==> src/rtl/hazard_pipe_ctrl_pkg.sv <==
`default_nettype none
// ---------------------------------------------------------------------------
// cpu_defs : RegDst codes, hazard-bundle field widths, control FSM encoding
// Rev 1.0
// ---------------------------------------------------------------------------
package cpu_defs;
    localparam int REGDST_W = 2;
    localparam int CMP_W    = 2;
    localparam int CNT_W    = 2;

    localparam logic [REGDST_W-1:0] REGDST_ALU  = 2'b00;
    localparam logic [REGDST_W-1:0] REGDST_LOAD = 2'b01;
    localparam logic [REGDST_W-1:0] REGDST_PC4  = 2'b10;
    localparam logic [REGDST_W-1:0] REGDST_CMP  = 2'b11;

    localparam logic [0:0] ST_RUN    = 1'b0;
    localparam logic [0:0] ST_LSTALL = 1'b1;
endpackage
`default_nettype wire

==> src/rtl/hazard_pipe_ctrl_if.sv <==
`default_nettype none
// ---------------------------------------------------------------------------
// hazard_pipe_ctrl_if : EX/ID inputs, pre/ppre bundles and pipeline controls
// Rev 1.0
// ---------------------------------------------------------------------------
interface hazard_pipe_ctrl_if #(
    parameter int DATA_W = 32,
    parameter int REG_W  = 5
);
    import cpu_defs::*;

    logic                exValid;
    logic                exRegWr;
    logic [REGDST_W-1:0] exRegDst;
    logic [REG_W-1:0]    exrd;
    logic [CMP_W-1:0]    excmp;
    logic [DATA_W-1:0]   exAluOutput;
    logic [DATA_W-1:0]   memDataOut;
    logic                exBranchTaken;
    logic                idValid;
    logic [REG_W-1:0]    idrs1;
    logic [REG_W-1:0]    idrs2;
    logic                idUsesRs1;
    logic                idUsesRs2;

    logic                preMwk;
    logic                preRegWr;
    logic [REGDST_W-1:0] preRegDst;
    logic [REG_W-1:0]    prerd;
    logic [CMP_W-1:0]    precmp;
    logic [DATA_W-1:0]   preAluOutput;
    logic                ppreMwk;
    logic                ppreRegWr;
    logic [REGDST_W-1:0] ppreRegDst;
    logic [REG_W-1:0]    pprerd;
    logic [CMP_W-1:0]    pprecmp;
    logic [DATA_W-1:0]   ppreAluOutput;
    logic [DATA_W-1:0]   ppreDataOut;
    logic                stall;
    logic                bubble;
    logic                flush;

    modport master (
        output exValid, exRegWr, exRegDst, exrd, excmp, exAluOutput, memDataOut,
               exBranchTaken, idValid, idrs1, idrs2, idUsesRs1, idUsesRs2,
        input  preMwk, preRegWr, preRegDst, prerd, precmp, preAluOutput,
               ppreMwk, ppreRegWr, ppreRegDst, pprerd, pprecmp, ppreAluOutput,
               ppreDataOut, stall, bubble, flush
    );

    modport slave (
        input  exValid, exRegWr, exRegDst, exrd, excmp, exAluOutput, memDataOut,
               exBranchTaken, idValid, idrs1, idrs2, idUsesRs1, idUsesRs2,
        output preMwk, preRegWr, preRegDst, prerd, precmp, preAluOutput,
               ppreMwk, ppreRegWr, ppreRegDst, pprerd, pprecmp, ppreAluOutput,
               ppreDataOut, stall, bubble, flush
    );
endinterface
`default_nettype wire

==> src/rtl/hazard_pipe_ctrl_bundle_reg.sv <==
`default_nettype none
// ---------------------------------------------------------------------------
// hazard_bundle_reg : one stage of hazard-bundle registers with Mwk masking
// Rev 1.0
// ---------------------------------------------------------------------------
module hazard_bundle_reg
    import cpu_defs::*;
#(
    parameter int DATA_W = 32,
    parameter int REG_W  = 5
) (
    input  wire logic                clk,
    input  wire logic                rst,
    input  wire logic                d_valid,
    input  wire logic                d_reg_wr,
    input  wire logic [REGDST_W-1:0] d_reg_dst,
    input  wire logic [REG_W-1:0]    d_rd,
    input  wire logic [CMP_W-1:0]    d_cmp,
    input  wire logic [DATA_W-1:0]   d_alu,
    output logic                     q_mwk,
    output logic                     q_reg_wr,
    output logic [REGDST_W-1:0]      q_reg_dst,
    output logic [REG_W-1:0]         q_rd,
    output logic [CMP_W-1:0]         q_cmp,
    output logic [DATA_W-1:0]        q_alu
);
    // Consumers never test for x0, so a write to x0 must not look valid.
    always_ff @(posedge clk) begin
        if (rst) begin
            q_mwk     <= 1'b0;
            q_reg_wr  <= 1'b0;
            q_reg_dst <= '0;
            q_rd      <= '0;
            q_cmp     <= '0;
            q_alu     <= '0;
        end else begin
            q_mwk     <= d_valid & d_reg_wr & (d_rd != '0);
            q_reg_wr  <= d_reg_wr;
            q_reg_dst <= d_reg_dst;
            q_rd      <= d_rd;
            q_cmp     <= d_cmp;
            q_alu     <= d_alu;
        end
    end
endmodule
`default_nettype wire

==> src/rtl/hazard_pipe_ctrl.sv <==
`default_nettype none
// ---------------------------------------------------------------------------
// hazard_pipe_ctrl : pre/ppre bundle producer, load-use detect, stall/flush
// Rev 1.0
// ---------------------------------------------------------------------------
module hazard_pipe_ctrl
    import cpu_defs::*;
#(
    parameter int DATA_W            = 32,
    parameter int REG_W             = 5,
    parameter int LOAD_STALL_CYCLES = 1
) (
    input  wire logic         CLK,
    input  wire logic         Reset,
    hazard_pipe_ctrl_if.slave bus
);
    localparam logic [CNT_W-1:0] c_CNT_INIT =
        CNT_W'((LOAD_STALL_CYCLES > 1) ? (LOAD_STALL_CYCLES - 2) : 0);

    logic [0:0]       r_state;
    logic [0:0]       w_state_nxt;
    logic [CNT_W-1:0] r_cnt;
    logic [CNT_W-1:0] w_cnt_nxt;
    logic             w_hz;
    logic             w_stall;
    logic             w_bubble;
    logic             w_flush;

    hazard_bundle_reg #(.DATA_W(DATA_W), .REG_W(REG_W)) u_pre (
        .clk       (CLK),
        .rst       (Reset),
        .d_valid   (bus.exValid),
        .d_reg_wr  (bus.exRegWr),
        .d_reg_dst (bus.exRegDst),
        .d_rd      (bus.exrd),
        .d_cmp     (bus.excmp),
        .d_alu     (bus.exAluOutput),
        .q_mwk     (bus.preMwk),
        .q_reg_wr  (bus.preRegWr),
        .q_reg_dst (bus.preRegDst),
        .q_rd      (bus.prerd),
        .q_cmp     (bus.precmp),
        .q_alu     (bus.preAluOutput)
    );

    hazard_bundle_reg #(.DATA_W(DATA_W), .REG_W(REG_W)) u_ppre (
        .clk       (CLK),
        .rst       (Reset),
        .d_valid   (bus.preMwk),
        .d_reg_wr  (bus.preRegWr),
        .d_reg_dst (bus.preRegDst),
        .d_rd      (bus.prerd),
        .d_cmp     (bus.precmp),
        .d_alu     (bus.preAluOutput),
        .q_mwk     (bus.ppreMwk),
        .q_reg_wr  (bus.ppreRegWr),
        .q_reg_dst (bus.ppreRegDst),
        .q_rd      (bus.pprerd),
        .q_cmp     (bus.pprecmp),
        .q_alu     (bus.ppreAluOutput)
    );

    always_ff @(posedge CLK) begin
        if (Reset) bus.ppreDataOut <= '0;
        else       bus.ppreDataOut <= bus.memDataOut;
    end

    // Only a load in EX is too late for forwarding; x0 is never a dependency.
    assign w_hz = bus.idValid & bus.exValid & bus.exRegWr
                & (bus.exRegDst == REGDST_LOAD) & (bus.exrd != '0)
                & ((bus.idUsesRs1 & (bus.idrs1 == bus.exrd))
                 | (bus.idUsesRs2 & (bus.idrs2 == bus.exrd)));

    always_ff @(posedge CLK) begin
        if (Reset) begin
            r_state <= ST_RUN;
            r_cnt   <= '0;
        end else begin
            r_state <= w_state_nxt;
            r_cnt   <= w_cnt_nxt;
        end
    end

    always_comb begin
        w_state_nxt = r_state;
        w_cnt_nxt   = r_cnt;
        case (r_state)
            ST_RUN: begin
                if (!bus.exBranchTaken && w_hz && (LOAD_STALL_CYCLES > 1)) begin
                    w_state_nxt = ST_LSTALL;
                    w_cnt_nxt   = c_CNT_INIT;
                end
            end
            ST_LSTALL: begin
                if (r_cnt == '0) w_state_nxt = ST_RUN;
                else             w_cnt_nxt   = r_cnt - 1'b1;
            end
            default: w_state_nxt = ST_RUN;
        endcase
    end

    // A taken branch beats the hazard: the ID instruction is wrong-path anyway.
    always_comb begin
        w_stall  = 1'b0;
        w_bubble = 1'b0;
        w_flush  = 1'b0;
        case (r_state)
            ST_RUN: begin
                if (bus.exBranchTaken) begin
                    w_flush  = 1'b1;
                    w_bubble = 1'b1;
                end else if (w_hz) begin
                    w_stall  = 1'b1;
                    w_bubble = 1'b1;
                end
            end
            ST_LSTALL: begin
                w_stall  = 1'b1;
                w_bubble = 1'b1;
            end
            default: ;
        endcase
    end

    assign bus.stall  = w_stall;
    assign bus.bubble = w_bubble;
    assign bus.flush  = w_flush;
endmodule
`default_nettype wire

==> src/flat_wrapper.sv <==
// flat-port wrapper written by rule: the top's interface ports become plain ports
module hazard_pipe_ctrl_flat import cpu_defs::*;
#(
    parameter int DATA_W            = 32,
    parameter int REG_W             = 5,
    parameter int LOAD_STALL_CYCLES = 1
)
  (CLK, Reset, bus_exValid, bus_exRegWr, bus_exRegDst, bus_exrd, bus_excmp, bus_exAluOutput, bus_memDataOut, bus_exBranchTaken, bus_idValid, bus_idrs1, bus_idrs2, bus_idUsesRs1, bus_idUsesRs2, bus_preMwk, bus_preRegWr, bus_preRegDst, bus_prerd, bus_precmp, bus_preAluOutput, bus_ppreMwk, bus_ppreRegWr, bus_ppreRegDst, bus_pprerd, bus_pprecmp, bus_ppreAluOutput, bus_ppreDataOut, bus_stall, bus_bubble, bus_flush);
  hazard_pipe_ctrl_if #(.DATA_W(DATA_W), .REG_W(REG_W)) bus_i ();
  input  wire logic CLK;
  input  wire logic Reset;
  input wire logic [$bits(bus_i.exValid)-1:0] bus_exValid;
  input wire logic [$bits(bus_i.exRegWr)-1:0] bus_exRegWr;
  input wire logic [$bits(bus_i.exRegDst)-1:0] bus_exRegDst;
  input wire logic [$bits(bus_i.exrd)-1:0] bus_exrd;
  input wire logic [$bits(bus_i.excmp)-1:0] bus_excmp;
  input wire logic [$bits(bus_i.exAluOutput)-1:0] bus_exAluOutput;
  input wire logic [$bits(bus_i.memDataOut)-1:0] bus_memDataOut;
  input wire logic [$bits(bus_i.exBranchTaken)-1:0] bus_exBranchTaken;
  input wire logic [$bits(bus_i.idValid)-1:0] bus_idValid;
  input wire logic [$bits(bus_i.idrs1)-1:0] bus_idrs1;
  input wire logic [$bits(bus_i.idrs2)-1:0] bus_idrs2;
  input wire logic [$bits(bus_i.idUsesRs1)-1:0] bus_idUsesRs1;
  input wire logic [$bits(bus_i.idUsesRs2)-1:0] bus_idUsesRs2;
  output wire logic [$bits(bus_i.preMwk)-1:0] bus_preMwk;
  output wire logic [$bits(bus_i.preRegWr)-1:0] bus_preRegWr;
  output wire logic [$bits(bus_i.preRegDst)-1:0] bus_preRegDst;
  output wire logic [$bits(bus_i.prerd)-1:0] bus_prerd;
  output wire logic [$bits(bus_i.precmp)-1:0] bus_precmp;
  output wire logic [$bits(bus_i.preAluOutput)-1:0] bus_preAluOutput;
  output wire logic [$bits(bus_i.ppreMwk)-1:0] bus_ppreMwk;
  output wire logic [$bits(bus_i.ppreRegWr)-1:0] bus_ppreRegWr;
  output wire logic [$bits(bus_i.ppreRegDst)-1:0] bus_ppreRegDst;
  output wire logic [$bits(bus_i.pprerd)-1:0] bus_pprerd;
  output wire logic [$bits(bus_i.pprecmp)-1:0] bus_pprecmp;
  output wire logic [$bits(bus_i.ppreAluOutput)-1:0] bus_ppreAluOutput;
  output wire logic [$bits(bus_i.ppreDataOut)-1:0] bus_ppreDataOut;
  output wire logic [$bits(bus_i.stall)-1:0] bus_stall;
  output wire logic [$bits(bus_i.bubble)-1:0] bus_bubble;
  output wire logic [$bits(bus_i.flush)-1:0] bus_flush;
  assign bus_i.exValid = bus_exValid;
  assign bus_i.exRegWr = bus_exRegWr;
  assign bus_i.exRegDst = bus_exRegDst;
  assign bus_i.exrd = bus_exrd;
  assign bus_i.excmp = bus_excmp;
  assign bus_i.exAluOutput = bus_exAluOutput;
  assign bus_i.memDataOut = bus_memDataOut;
  assign bus_i.exBranchTaken = bus_exBranchTaken;
  assign bus_i.idValid = bus_idValid;
  assign bus_i.idrs1 = bus_idrs1;
  assign bus_i.idrs2 = bus_idrs2;
  assign bus_i.idUsesRs1 = bus_idUsesRs1;
  assign bus_i.idUsesRs2 = bus_idUsesRs2;
  assign bus_preMwk = bus_i.preMwk;
  assign bus_preRegWr = bus_i.preRegWr;
  assign bus_preRegDst = bus_i.preRegDst;
  assign bus_prerd = bus_i.prerd;
  assign bus_precmp = bus_i.precmp;
  assign bus_preAluOutput = bus_i.preAluOutput;
  assign bus_ppreMwk = bus_i.ppreMwk;
  assign bus_ppreRegWr = bus_i.ppreRegWr;
  assign bus_ppreRegDst = bus_i.ppreRegDst;
  assign bus_pprerd = bus_i.pprerd;
  assign bus_pprecmp = bus_i.pprecmp;
  assign bus_ppreAluOutput = bus_i.ppreAluOutput;
  assign bus_ppreDataOut = bus_i.ppreDataOut;
  assign bus_stall = bus_i.stall;
  assign bus_bubble = bus_i.bubble;
  assign bus_flush = bus_i.flush;
  hazard_pipe_ctrl #(.DATA_W(DATA_W), .REG_W(REG_W), .LOAD_STALL_CYCLES(LOAD_STALL_CYCLES)) u_core (.CLK(CLK), .Reset(Reset), .bus(bus_i));
endmodule
==> config.mk <==
export PLATFORM = sky130hd
export DESIGN_NAME = hazard_pipe_ctrl_flat
export DESIGN_NICKNAME = d
export VERILOG_FILES = /design/src/rtl/hazard_pipe_ctrl_pkg.sv /design/src/rtl/hazard_pipe_ctrl_if.sv /design/src/rtl/hazard_pipe_ctrl_bundle_reg.sv /design/src/rtl/hazard_pipe_ctrl.sv /design/src/flat_wrapper.sv
export SDC_FILE = /design/constraint.sdc
export NUM_CORES = 1
export LEC_CHECK = 0
export ABC_AREA = 1
export BUFFER_PORTS_ARGS = -buffer_cell sky130_fd_sc_hd__buf_2
export CAP_MARGIN = 20
export CORE_UTILIZATION = 40
export CTS_BUF_LIST = sky130_fd_sc_hd__clkbuf_16
export CTS_CLUSTER_DIAMETER = 60
export DETAILED_ROUTE_END_ITERATION = 12
export PLACE_DENSITY = 0.77
export SETUP_SLACK_MARGIN = 0.5
export SYNTH_ARGS = -nofsm -noshare
export SYNTH_HDL_FRONTEND = slang
export SYNTH_HIERARCHICAL = 1
export SYNTH_SLANG_ARGS = --single-unit
==> constraint.sdc <==
create_clock -name CLK -period 1.2 [get_ports CLK]
set_input_delay 0.18 -clock CLK [delete_from_list [all_inputs] [get_ports CLK]]
set_output_delay 0.18 -clock CLK [all_outputs]
set_load 0.03 [all_outputs]
==> run metrics <==
outcome=finished with violations; failing checks=setup timing; die height=99.8 um; Synth cell types=15; initial antenna violation count=0; routed wl met2=7.22 mm; register area share after synthesis=0.634; first-pass GRT wire length=18.7 mm; Final min period=1240 ps; commonest non-fill, non-tap cell in the layout=buf_6; vias in the first global route=4163; pins over their slew limit=0; Total Power=10.8 mW; Mapped Cells=460; Final Util=0.803; Critical Path Source=bus_exrd[1]; Mapped Nets=552; final hold violations=0; Setup Skew=5.42 ps; die area=0.00995 mm2; most frequent cells in the layout=buf_6, nor2_1, inv_1; pin count of the biggest net entering global routing=36; average size of a mapped cell=8.31 um2; ANT cells=0; io pins=212; worst skew pair latency=390 ps; unrepaired setup endpoints after global routing=yes; ratio of final minimum period to clock period=1.04; Max Cap Viol=0; GRT Util Overall=0.247; DRT iter0 DRCs=145; P_leak=3.89 nW; r2r startpoint=u_core/r_state$_SDFF_PP0_; CP Capture Type=output port; core area=0.00924 mm2; Root Driver=clkbuf_16; WS Path Type=primary input to output port; class of the worst hold path=primary input to register; Clock Pin Slew Worst Setup and Hold Paths=50 ps; Routed met1 length=4.45 mm; Setup-failing EPs final=2; Power Density=1450 mW/mm2; Rows=35; CTS buffer count=17; Max FO, Critical Path=5; FMAX=804 MHz; HPWL Detailed=6.39 mm; H-tree Lvls=4; clk buf depth=2; filler instances=485; Worst Path Required=1020 ps; CTS tree=done; Remaining DRCs=0; Max VDD drop=0.000934 V; hold wc startpoint=bus_exRegDst[0]; drt first pass iters=4; WL/cell=14.2 um; share of layout cells above drive strength 1=0.545; CTS sink count=121; DR vias/cell=4.27; antenna-violating nets left=0; IO Port Bufs=211; Via Count=3890; Routed met3 length=695 um; Initial Util=0.414; fin worst setup slack=-43.3 ps; worst rel slew slack=0.708; WP data arrival=1060 ps; Seq cells post-synth=121; worst-margin pin slew=439 ps; Post-Route WL=13.0 mm; uppermost routed layer=met4; Area growth syn-to-layout=94.1%; GRT overflow=0; Die W=99.8 um; GPL Wtd Cong=0.900; NumNets Final=863; cell area after synthesis=0.00382 mm2; startpoint types=primary input; Yosys warnings=6
[layout make-up]
type,instances,area (um2),share of cell area
timing repair buffer,306,2780,0.375
sequential,121,2580,0.348
multi-input combinational,184,785,0.106
inverter,141,554,0.0747
clock buffer,17,425,0.0573
tap,129,161,0.0218
clock inverter,13,131,0.0177
[critical path, cell delays in order]
cell     delay, ps
buf_6           90
inv_2           40
nand2_1         50
nand2_1         50
nor2_1         130
nand3_1        130
nand2_2         90
nand2_1         80
nand3_2         80
buf_6          130
[per-layer routing]
layer,vias up,global-route usage
li1,1884,-
met1,1778,0.225
met2,182,0.484
met3,46,0.0696
met4,0,0.138
met5,-,0
[cells in the mapped netlist]
library cell | instances | area [um2]
a211oi_1 | 1 | 7.51
a21oi_1 | 1 | 5.00
buf_2 | 4 | 20.0
buf_6 | 2 | 22.5
clkbuf_8 | 8 | 110
dfxtp_1 | 121 | 2420
ha_1 | 1 | 12.5
inv_1 | 137 | 514
inv_2 | 4 | 15.0
nand2_1 | 38 | 143
nand2_2 | 1 | 6.26
nand3_1 | 7 | 35.0
nor2_1 | 133 | 499
nor3_1 | 1 | 5.00
o21ai_0 | 1 | 5.00
[report_power, final]
group	leakage (nW)	switching, mW	internal (mW)
clock	0.264	1.76	3.02
combinational	2.58	0.846	0.783
sequential	1.04	0.118	4.25
[registers in the layout (all words and copies together) (netlist names), 5 cells and up]
signal and flops:
u_core/u_pre/q_alu 32, u_core/u_ppre/q_alu 32, u_core/bus.ppreDataOut 32, u_core/u_ppre/q_rd 5, u_core/u_pre/q_rd 5
[logic make-up (layout without fill, tap and decap cells)]
logic type | Yosys count | after routing | synth area share
buf+inv | 155 | 477 | 0.178
fa+ha+maj | 1 | 1 | 0.00327
simple gates | 180 | 180 | 0.180
compound gates | 3 | 3 | 0.00458
flops | 121 | 121 | 0.634
[per-stage QoR]
stage / TNS (ps) / instance area (um2) / worst slack [ps] / instances / hold WS, ps
after global placement: -97.7 / 5080 / -63.5 / 797 / 379
after detailed placement: -187 / 5080 / -105 / 797 / 386
after global routing: -119 / 7420 / -67.9 / 911 / 7.57
after floorplan: 0 / 3900 / 282 / 460 / 277
final: -67.9 / 7420 / -43.3 / 911 / 19.8
after CTS: 0 / 7270 / 6.52 / 897 / 2.45
[what timing repair did]
action / 4_1_cts / 5_1_grt
hold buffers: 63 / 1
resized for setup: 372 / 19
pin swaps: 11 / 11
hold endpoints to repair: 63 / 1
endpoints found under the setup margin: 125 / 127
setup buffers: 7 / 13
[path summary, 6_finish.rpt]
| check | to | slack, ps | cells after the start |
|---|---|---|---|
| min reg2reg | u_core/u_ppre/q_alu[26]$_SDFF_PP0_ | 420 | 2 |
| min | u_core/u_pre/q_reg_dst[0]$_SDFF_PP0_ | 20 | 3 |
| max | bus_bubble | -40 | 10 |
| max reg2reg | u_core/r_cnt[0]$_SDFFE_PP0P_ | 110 | 7 |
Power figures use the tool's default switching activity.
